## src/rtl/snn_sched_pkg.sv

```systemverilog
// Shared constants and FSM state encoding for the spike scheduler controller.
package snn_sched_pkg;
  localparam int PKT_W   = 12;
  localparam int DELAY_W = 4;
  localparam logic [DELAY_W-1:0] DROP_DELAY = 4'hF;

  typedef enum logic [2:0] {
    ST_IDLE,
    ST_START,
    ST_PROCESS,
    ST_CLEAR,
    ST_ADVANCE
  } state_t;
endpackage

```

## src/rtl/rr_arbiter.sv

```systemverilog
// Round-robin arbiter: grants the first requester at or after the priority pointer.
module rr_arbiter #(
  parameter int NUM_SRC = 4,
  parameter int PTR_W   = (NUM_SRC > 1) ? $clog2(NUM_SRC) : 1
) (
  input  logic [NUM_SRC-1:0] i_req,
  input  logic [PTR_W-1:0]   i_ptr,
  output logic [NUM_SRC-1:0] o_gnt
);
  logic w_found;

  always_comb begin
    o_gnt   = '0;
    w_found = 1'b0;
    for (int k = 0; k < NUM_SRC; k++) begin
      for (int j = 0; j < NUM_SRC; j++) begin
        if (!w_found && i_req[j] && (j == ((int'(i_ptr) + k) % NUM_SRC))) begin
          o_gnt[j] = 1'b1;
          w_found  = 1'b1;
        end
      end
    end
  end
endmodule

```

## src/rtl/spike_sched_ctrl.sv

```systemverilog
// Timestep controller: sequences the neuron core once per tick and forwards
// round-robin arbitrated axon packets into the spike scheduler.
module spike_sched_ctrl #(
  parameter int NUM_SRC = 4,
  parameter int PKT_W   = 12
) (
  input  logic                     clk,
  input  logic                     reset_n,
  input  logic [NUM_SRC-1:0]       src_valid,
  input  logic [NUM_SRC*PKT_W-1:0] src_packet,
  output logic [NUM_SRC-1:0]       src_ready,
  input  logic                     tick,
  output logic                     core_start,
  input  logic                     core_done,
  output logic                     sch_wen,
  output logic                     sch_set,
  output logic                     sch_clr,
  output logic [PKT_W-1:0]         sch_packet,
  input  logic                     sch_error,
  output logic                     busy,
  output logic [15:0]              tick_count,
  output logic [7:0]               drop_count,
  output logic                     err_sticky,
  output logic                     tick_overrun
);
  import snn_sched_pkg::*;

  localparam int PTR_W = (NUM_SRC > 1) ? $clog2(NUM_SRC) : 1;

  state_t           r_state;
  logic [PTR_W-1:0] r_ptr;
  logic             r_pending;
  logic             r_overrun;
  logic             r_core_start;
  logic             r_sch_wen;
  logic             r_sch_clr;
  logic             r_sch_set;
  logic             r_err;
  logic [PKT_W-1:0] r_sch_packet;
  logic [15:0]      r_tick_count;
  logic [7:0]       r_drop_count;

  logic               w_grant_en;
  logic [NUM_SRC-1:0] w_gnt;
  logic [NUM_SRC-1:0] w_ready;
  logic               w_accept;
  logic               w_drop;
  logic [PKT_W-1:0]   w_sel_pkt;
  logic [PTR_W-1:0]   w_sel_idx;
  logic [PTR_W-1:0]   w_next_ptr;

  rr_arbiter #(.NUM_SRC(NUM_SRC), .PTR_W(PTR_W)) u_arb (
    .i_req (src_valid),
    .i_ptr (r_ptr),
    .o_gnt (w_gnt)
  );

  // Withholding grants in the core_done cycle keeps writes off the CLEAR/ADVANCE cycles.
  assign w_grant_en = (r_state == ST_IDLE) || (r_state == ST_START) ||
                      ((r_state == ST_PROCESS) && !core_done);
  assign w_ready    = w_grant_en ? w_gnt : '0;
  assign w_accept   = |w_ready;

  always_comb begin
    w_sel_pkt = '0;
    w_sel_idx = '0;
    for (int i = 0; i < NUM_SRC; i++) begin
      if (w_ready[i]) begin
        w_sel_pkt = src_packet[i*PKT_W +: PKT_W];
        w_sel_idx = PTR_W'(i);
      end
    end
  end

  assign w_drop     = (w_sel_pkt[DELAY_W-1:0] == DROP_DELAY);
  assign w_next_ptr = (w_sel_idx == PTR_W'(NUM_SRC - 1)) ? '0 : w_sel_idx + PTR_W'(1);

  always_ff @(posedge clk) begin
    if (!reset_n) begin
      r_state      <= ST_IDLE;
      r_ptr        <= '0;
      r_pending    <= 1'b0;
      r_overrun    <= 1'b0;
      r_core_start <= 1'b0;
      r_sch_wen    <= 1'b0;
      r_sch_clr    <= 1'b0;
      r_sch_set    <= 1'b0;
      r_err        <= 1'b0;
      r_sch_packet <= '0;
      r_tick_count <= '0;
      r_drop_count <= '0;
    end else begin
      r_core_start <= 1'b0;
      r_sch_clr    <= 1'b0;
      r_sch_set    <= 1'b0;

      // A tick arriving with one already pending stays pending for the next timestep.
      if (r_state == ST_IDLE) begin
        r_pending <= r_pending & tick;
      end else if (tick) begin
        if (r_pending) r_overrun <= 1'b1;
        else           r_pending <= 1'b1;
      end

      case (r_state)
        ST_IDLE: begin
          if (tick || r_pending) begin
            r_state      <= ST_START;
            r_core_start <= 1'b1;
          end
        end
        ST_START: r_state <= ST_PROCESS;
        ST_PROCESS: begin
          if (core_done) begin
            r_state   <= ST_CLEAR;
            r_sch_clr <= 1'b1;
          end
        end
        ST_CLEAR: begin
          r_state      <= ST_ADVANCE;
          r_sch_set    <= 1'b1;
          r_tick_count <= r_tick_count + 16'd1;
        end
        ST_ADVANCE: r_state <= ST_IDLE;
        default:    r_state <= ST_IDLE;
      endcase

      r_sch_wen <= w_accept && !w_drop;
      if (w_accept) begin
        r_ptr <= w_next_ptr;
        if (!w_drop)                    r_sch_packet <= w_sel_pkt;
        else if (r_drop_count != 8'hFF) r_drop_count <= r_drop_count + 8'd1;
      end
      if (r_sch_wen && sch_error) r_err <= 1'b1;
    end
  end

  assign src_ready    = w_ready;
  assign core_start   = r_core_start;
  assign sch_wen      = r_sch_wen;
  assign sch_clr      = r_sch_clr;
  assign sch_set      = r_sch_set;
  assign sch_packet   = r_sch_packet;
  assign busy         = (r_state != ST_IDLE);
  assign tick_count   = r_tick_count;
  assign drop_count   = r_drop_count;
  assign err_sticky   = r_err;
  assign tick_overrun = r_overrun;
endmodule

```

## config.mk

```make
export PLATFORM = sky130hd
export DESIGN_NAME = spike_sched_ctrl
export DESIGN_NICKNAME = d
export VERILOG_FILES = /design/src/rtl/snn_sched_pkg.sv /design/src/rtl/rr_arbiter.sv /design/src/rtl/spike_sched_ctrl.sv
export SDC_FILE = /design/constraint.sdc
export NUM_CORES = 1
export LEC_CHECK = 0
export ABC_AREA = 1
export BUFFER_PORTS_ARGS = -buffer_cell sky130_fd_sc_hd__buf_2
export CORE_UTILIZATION = 40
export DETAILED_ROUTE_END_ITERATION = 10
export GPL_TIMING_DRIVEN = 0
export PLACE_DENSITY = 0.67
export SYNTH_ARGS = -nofsm -noshare
export SYNTH_HDL_FRONTEND = slang
export SYNTH_HIERARCHICAL = 1
export SYNTH_SLANG_ARGS = --single-unit
export TNS_END_PERCENT = 50
```

## constraint.sdc

```tcl
create_clock -name clk -period 3.47 [get_ports clk]
set_input_delay 0.1735 -clock clk [delete_from_list [all_inputs] [get_ports clk]]
set_output_delay 0.1735 -clock clk [all_outputs]
set_load 0.03 [all_outputs]
```

==> results of run 1 <==
==> worst max-delay path, cell delays in order (launching register included) <==
cell and delay [ps]:
dfxtp_1 480, nor2_1 160, nand2_2 100, nand3_2 80, nor2_4 150, nand4_4 110, nor2_4 160, nand4_4 110
nor2_4 130, nand2_1 70, nand4_1 200, a21boi_2 470, nor2_2 100, nand2_2 110, inv_1 100, nor2_4 140
buf_6 170, nand3_2 70, nand2_1 70
==> sequential cells by signal (all words and copies together) (netlist names) <==
register / count
tick_overrun: 1
sch_clr: 1
tick_count: 16
core_start: 1
sch_wen: 1
sch_set: 1
r_pending: 1
r_state: 3
err_sticky: 1
drop_count: 8
r_ptr: 2
sch_packet: 12
==> repair_timing <==
action | in CTS | in global routing
buffers inserted | 0 | 0
gates resized for setup | 0 | 2
setup endpoints to repair | 0 | 20
==> stage by stage <==
step	util [%]	worst slack, ps	power [W]	std cells	area [um2]
6_report	52.6	433	0.00247	627	3630
5_1_grt	52.6	74.3	0.00268	627	3630
4_1_cts	52.4	212	0.00248	627	3620
3_5_place_dp	51.1	244	0.00212	619	3530
3_3_place_gp	51.1	295	0.00211	619	3530
2_1_floorplan	-	722	0.00180	421	2900
==> cell type report <==
type / count / area, um2
fillers: 718 / 3280
multi-input cells: 314 / 1690
flip-flops and latches: 48 / 961
repair buffers: 102 / 510
inverters: 47 / 176
well taps: 96 / 120
clock buffers: 7 / 86.3
plain buffers: 12 / 78.8
clock inverters: 1 / 7.51
==> cell usage in the layout (no fill, tap or decap), types with 2 or more instances in the layout <==
cell type    n
xor2_1       8
nor2_4       4
nand2_2      9
buf_2      105
nand2_1     87
nor2_2       6
nor3b_1      4
buf_6        3
nand3_2      9
nand2_4      2
clkbuf_1     5
inv_1       42
a31oi_1     17
a21oi_1     19
nand4_4      2
o21ai_0      9
buf_4        2
nor3_1       6
nor2_1      53
clkinv_1     4
clkbuf_8     6
ha_1         2
dfxtp_1     48
nand4_1     13
nand3_1     49
==> metal layers <==
layer  GRT usage, %  vias up  wire length [um]  part of all wire, %
met3           4.36        4               381                  5.0
met5              0        -                 0                    0
met1           25.6     1397              3460                   46
li1               -     1625                 -                    -
met2           36.6       64              3660                   48
met4           5.45        0                67                 0.89
==> cells by family after synthesis <==
family,share of synthesized area [%]
AOI/OAI and AO/OA,11.4
xor gates and xnor gates,2.72
adders and majority gates,0.864
buffers and inverters,8.82
DFF,33.2
and+or+nand+nor,43.0
==> worst paths after layout <==
| kind | cells after the start | from | end | slack, ps |
|---|---|---|---|---|
| max | 18 | r_ptr[0]$_SDFFE_PN0P_ | sch_packet[5]$_SDFFE_PN0P_ | 430 |
| min reg2reg | 2 | sch_packet[6]$_SDFFE_PN0P_ | sch_packet[6]$_SDFFE_PN0P_ | 480 |
| min | 3 | sch_error | err_sticky$_SDFFE_PN0P_ | 120 |
| max reg2reg | 18 | r_ptr[0]$_SDFFE_PN0P_ | sch_packet[5]$_SDFFE_PN0P_ | 430 |
==> power breakdown <==
group	switching (W)	internal, W
registers	0.0000565	0.000622
logic	0.000953	0.000486
clock network	0.000187	0.000162
total	0.00120	0.00127
==> results.md, run 1 <==
- Run status: complete, no violations
- Area leader, netlist: dfxtp_1
- GRT Total Usage: 20.8%
- CTS tree: yes
- Min Tclk post-route: 3040 ps
- Asr flop ratio synth: 0%
- Register area share after synthesis: 33.2%
- Flops & latches, synth: 48
- Vias per cell: 4.93
- Leak: 1.76 nW
- Worst min path class: in2reg
- CTS buffer count: 5
- Tcrit/Tclk final: 87.5%
- Syn Nets: 480
- Worst vdd ir: 381 uV
- Final hold violation count: 0
- RSZ-0062 raised after global routing: no
- Final Max Slew Viols: 0
- Hold slack: 119 ps
- Synth warn: 6
- Root buf cell: clkbuf_8
- DR pass1 iterations: 4
- Starting density of the core: 41.9%
- Pwr Density: 679 nW/um2
- Io pins: 104
- Post-synth EDFFs: 0
- Remaining global-route overflow: 0
- CP Data Required Time: 3720 ps
- Worst-skew pair later-pin latency: 300 ps
- Count of final setup violators: 0
- IO buf count: 102
- Post-Route WL: 7570 um
- Clock Skews: 8.33 ps
- Initial drt markers: 135
- Synth top area share: 33.2%
- Global-route wire length before repair: 12,500 um
- Setup TNS: 0 ps
- Gpl congestion: 0.864
- Worst setup SP type: register
- F_max: 329 MHz
- Max_slew headroom: 65.5%
- Antenna violations before repair: 0
- Synthesized instance count: 421
- Area of the mapped netlist: 2900 um2
- Chip Width: 87.1 um
- Critical-path maximum fanout: 10
- Largest net degree at the start of global routing: 15
- Vias in the first global route: 2,766
- Buffer depth of the longest clock path: 2
- Antenna viol nets, final: 0
- Least-Margin Pin Slew: 517 ps
- Avg WL per Cell: 12.1 um
- Clk sinks: 48
- Area grow syn2layout: 25.4%
- Hold buffer count at CTS: 0
- # nets final: 589
- Most frequent cells after synthesis: nand2_1 (87), nor2_1 (53), nand3_1 (49), dfxtp_1 (48), inv_1 (42)
- Max-Cap Viols: 0
- CP endpoint kind: register
- Die Area: 7580 um2
- Chip Height: 87.1 um
- Antenna diodes: 0
- Worst EP arrival: 3290 ps
- DR DRC count: 0
- Area contributors post-synth: dfxtp_1 (33%), nand2_1 (11%), nand3_1 (8.5%)
- Via count: 3,090
- Share of cells above drive strength 1: 29.4%
- Core area: 6910 um2
- Most frequent cell after synthesis: nand2_1
- Num rows: 30
- Clock transition at the registers of the reported paths: 90 ps
- Dominant synthesized flop cell: dfxtp_1
- Detailed Place HPWL: 5930 um
- WS Path Type: reg2reg
- Number of unique standard cell types used by synthesis: 39
- H-tree level count: 2
- Avg Cell Area, Syn: 6.88 um2
No activity file was read; power rests on OpenSTA's default activity.
==> inputs of run 2 (changes only) <==
SYNTH_HIERARCHICAL = not set   (was 1)
==> run 2 against run 1 <==
Flip-flop and latch count did not move. Core utilization rose by 0.32 points. Count of clock-buffer cells in the layout fell by 2. Clock skew fell by 4.6 ps. Global-route usage fell by 0.60 points. Critical path type unchanged. Largest cell class unchanged.
==> results.md, run 2 <==
- Clk sinks: 48 (unchanged)
- Hold buffer count at CTS: 0 (unchanged)
- Area contributors post-synth: dfxtp_1 (34%), nand2_1 (12%), nand4_1 (7.7%)
- Vias in the first global route: 2,794 (+1.0%)
- Chip Height: 86.1 um (-1.1%)
- Hold path depth: 3 (unchanged)
- Worst min path class: in2reg
- Gpl congestion: 0.848 (-1.9%)
- DR DRC count: 0 (unchanged)
- Detailed Place HPWL: 5740 um (-3.2%)
- Flops & latches, synth: 48 (unchanged)
- Chip Width: 86.1 um (-1.1%)
- Synth warn: 0 (-6)
- Run status: complete, no violations
- F_max: 367 MHz (+12%)
- Vias per cell: 4.94 (+0.31%)
- Worst setup SP type: register
- Final hold violation count: 0 (unchanged)
- Die Area: 7410 um2 (-2.2%)
- R2r startpoint: r_ptr[1]$_SDFFE_PN0P_
- Syn Nets: 470 (-2.1%)
- Most frequent cell after synthesis: nand2_1
- Clock Skews: 3.71 ps (-4.62 ps)
- Num rows: 30 (unchanged)
- Worst vdd ir: 455 uV (+19%)
- Synth top area share: 34.0% (+0.78 points)
- Flop-to-flop setup slack: 750 ps (+310 ps)
- Post-synth EDFFs: 0 (unchanged)
- Least-Margin Pin Slew: 560 ps (+42.4 ps)
- Io pins: 104 (unchanged)
- Tcrit/Tclk final: 78.4% (-9.1 points)
- Via count: 3,050 (-1.3%)
- Register area share after synthesis: 34.0% (+0.78 points)
- Number of unique standard cell types used by synthesis: 41 (+5.1%)
- Share of cells above drive strength 1: 28.8% (-0.59 points)
- Hold Path End: err_sticky$_SDFFE_PN0P_
- IO buf count: 103 (+0.98%)
- Core area: 6790 um2 (-1.6%)
- Critical-path maximum fanout: 10 (unchanged)
- Leak: 1.77 nW (+0.47%)
- Avg Cell Area, Syn: 6.88 um2 (about the same)
- Compound-cell area share of the yosys netlist: 11.5% (+0.046 points)
- Remaining global-route overflow: 0 (unchanged)
- Area of the mapped netlist: 2830 um2 (-2.3%)
- Avg WL per Cell: 11.6 um (-3.7%)
- Root buf cell: clkbuf_8
- WS Path Type: reg2reg
- Final Max Slew Viols: 0 (unchanged)
- DR pass1 iterations: 4 (unchanged)
- CTS tree: yes
- Most frequent cells in the layout: buf_2 (105), nand2_1 (88), inv_1 (49)
- Largest net degree at the start of global routing: 15 (unchanged)
- CP endpoint kind: register
- CTS buffer count: 5 (unchanged)
- Post-CTS Setup Bufs: 0 (unchanged)
- Max_slew headroom: 62.7% (-2.8 points)
- Final core occ: 52.9% (+0.32 points)
- Simple-gate portion of the synthesized area: 42.1% (-0.94 points)
- Count of final setup violators: 0 (unchanged)
- Placed cell area: 3460 um2 (-1.7%)
- Worst-skew pair later-pin latency: 290 ps (about the same)
- GRT Total Usage: 20.2% (-0.60 points)
- Pwr Density: 811 nW/um2 (+19%)
- Post-Route WL: 7180 um (-5.2%)
- Synthesized instance count: 411 (-2.4%)
- Xor/xnor cell area share of the yosys netlist: 1.86% (-0.86 points)
- Initial drt markers: 116 (-14%)
- Post-Synth Adder-Cell Area: 0.885% (+0.020 points)
- Area grow syn2layout: 27.0%
- Max reg flops: 16 (unchanged)
- Most common cell after layout, fill and taps aside: buf_2
- Asr flop ratio synth: 0% (unchanged)
- Antenna diodes: 0 (unchanged)
- Final Total Pwr: 0.00292 W (+18%)
- Clock transition at the registers of the reported paths: 90 ps (about the same)
- Min Tclk post-route: 2720 ps (-315 ps)
- Largest family of logic cells by synthesized area: simple AND/OR/NAND/NOR gates
- Most frequent cells after synthesis: nand2_1 (88), inv_1 (49), dfxtp_1 (48), nor2_1 (40), nand4_1 (35)
- Post-CTS sizing: 0 (unchanged)
- Worst hold start: sch_error
- Setup TNS: 0 ps (unchanged)
- Post-route cell area: 3590 um2 (-1.0%)
- Area leader, netlist: dfxtp_1
- Worst EP arrival: 2970 ps (-320 ps)
- RSZ-0062 raised after global routing: no
- Mux contribution to synthesized area: 0% (unchanged)
- H-tree level count: 2 (unchanged)
- Max-Cap Viols: 0 (unchanged)
- Worst R2R Path Depth: 17 (-1)
- Hold slack: 97.0 ps (-21.8 ps)
- CP Data Required Time: 3710 ps (about the same)
- # nets final: 580 (-1.5%)
- Dominant synthesized flop cell: dfxtp_1
- Global-route wire length before repair: 12,200 um (-2.4%)
- Buffer depth of the longest clock path: 2 (unchanged)
- Starting density of the core: 41.6% (-0.28 points)
- RR Endpoint: sch_packet[4]$_SDFFE_PN0P_
- Antenna viol nets, final: 0 (unchanged)
- Antenna violations before repair: 0 (unchanged)
## run 2: cell count changes after synthesis, moves of 4 or more
| cell | before | now |
|---|---|---|
| nand4_1 | 13 | 35 |
| nand3_1 | 49 | 32 |
| a31oi_1 | 17 | 1 |
| nor2_1 | 53 | 40 |
| inv_1 | 42 | 49 |
| a21oi_1 | 19 | 25 |
| nand2_2 | 9 | 3 |
| o21ai_0 | 9 | 14 |
| xor2_1 | 8 | 3 |
| inv_2 | 1 | 5 |
| nor2_4 | 4 | 0 |
## run 2: worst max path at each step
stage | slack, ps | end | cells past startpoint | from
after floorplan | 1140 | sch_packet[10]$_SDFFE_PN0P_ | 17 | r_ptr[1]$_SDFFE_PN0P_
after global placement | 820 | r_ptr[0]$_SDFFE_PN0P_ | 13 | r_state[2]$_SDFFE_PN0P_
after detailed placement | 770 | sch_packet[4]$_SDFFE_PN0P_ | 17 | r_ptr[1]$_SDFFE_PN0P_
after CTS | 760 | sch_packet[7]$_SDFFE_PN0P_ | 17 | r_ptr[1]$_SDFFE_PN0P_
after global routing | 370 | sch_packet[11]$_SDFFE_PN0P_ | 21 | r_ptr[1]$_SDFFE_PN0P_
final | 750 | sch_packet[4]$_SDFFE_PN0P_ | 17 | r_ptr[1]$_SDFFE_PN0P_
## run 2: kinds of logic (layout without fill, tap and decap cells)
family                   Yosys count  count (layout)
AO/OA/AOI/OAI                     52              52
XOR/XNOR                           6               6
adder cells (fa/ha/maj)            2               2
buffers and inverters             68             178
AND/OR/NAND/NOR                  235             235
flip-flops                        48              48
## run 2: routing by layer
layer / share of wire (%) / GRT usage [%] / routed length (um) / vias up
met5: 0 / 0 / 0 / -
met3: 4.6 / 2.89 / 329 / 7
met1: 46 / 25.5 / 3320 / 1371
li1: - / - / - / 1582
met2: 48 / 35.8 / 3440 / 90
met4: 1.2 / 5.15 / 85 / 0
## run 2: area by class of cell
cell class | instances | area (um2)
timing repair buffer | 103 | 515
sequential | 48 | 961
tap | 96 | 120
buffer | 10 | 58.8
fill | 693 | 3200
multi-input combinational | 295 | 1590
clock buffer | 5 | 68.8
clock inverter | 2 | 60.1
inverter | 58 | 218
## run 2: power by group
group          internal [W]  leakage (nW)  switching, W
clock network      0.000284        0.0642      0.000180
registers          0.000651         0.391     0.0000688
logic              0.000549          1.32       0.00118
## run 2: critical path, stage by stage (launching register included)
cell and delay (ps):
dfxtp_1 420, nor2_1 120, nand2_1 110, nand3_1 110, nor2_2 120, nand4_1 130, nor2_2 150, nand4_1 120
nor2_2 110, nand4_1 80, nand2_1 170, nand2_1 130, inv_2 180, nor2_1 110, nand3_4 120, buf_2 260
nand4_1 120, nand2_1 100
## run 2: metrics by stage
step	instances	worst slack [ps]
CTS	617	757
floorplan	411	1140
finish	617	748
detailed placement	610	774
global route	617	371
global placement	610	824
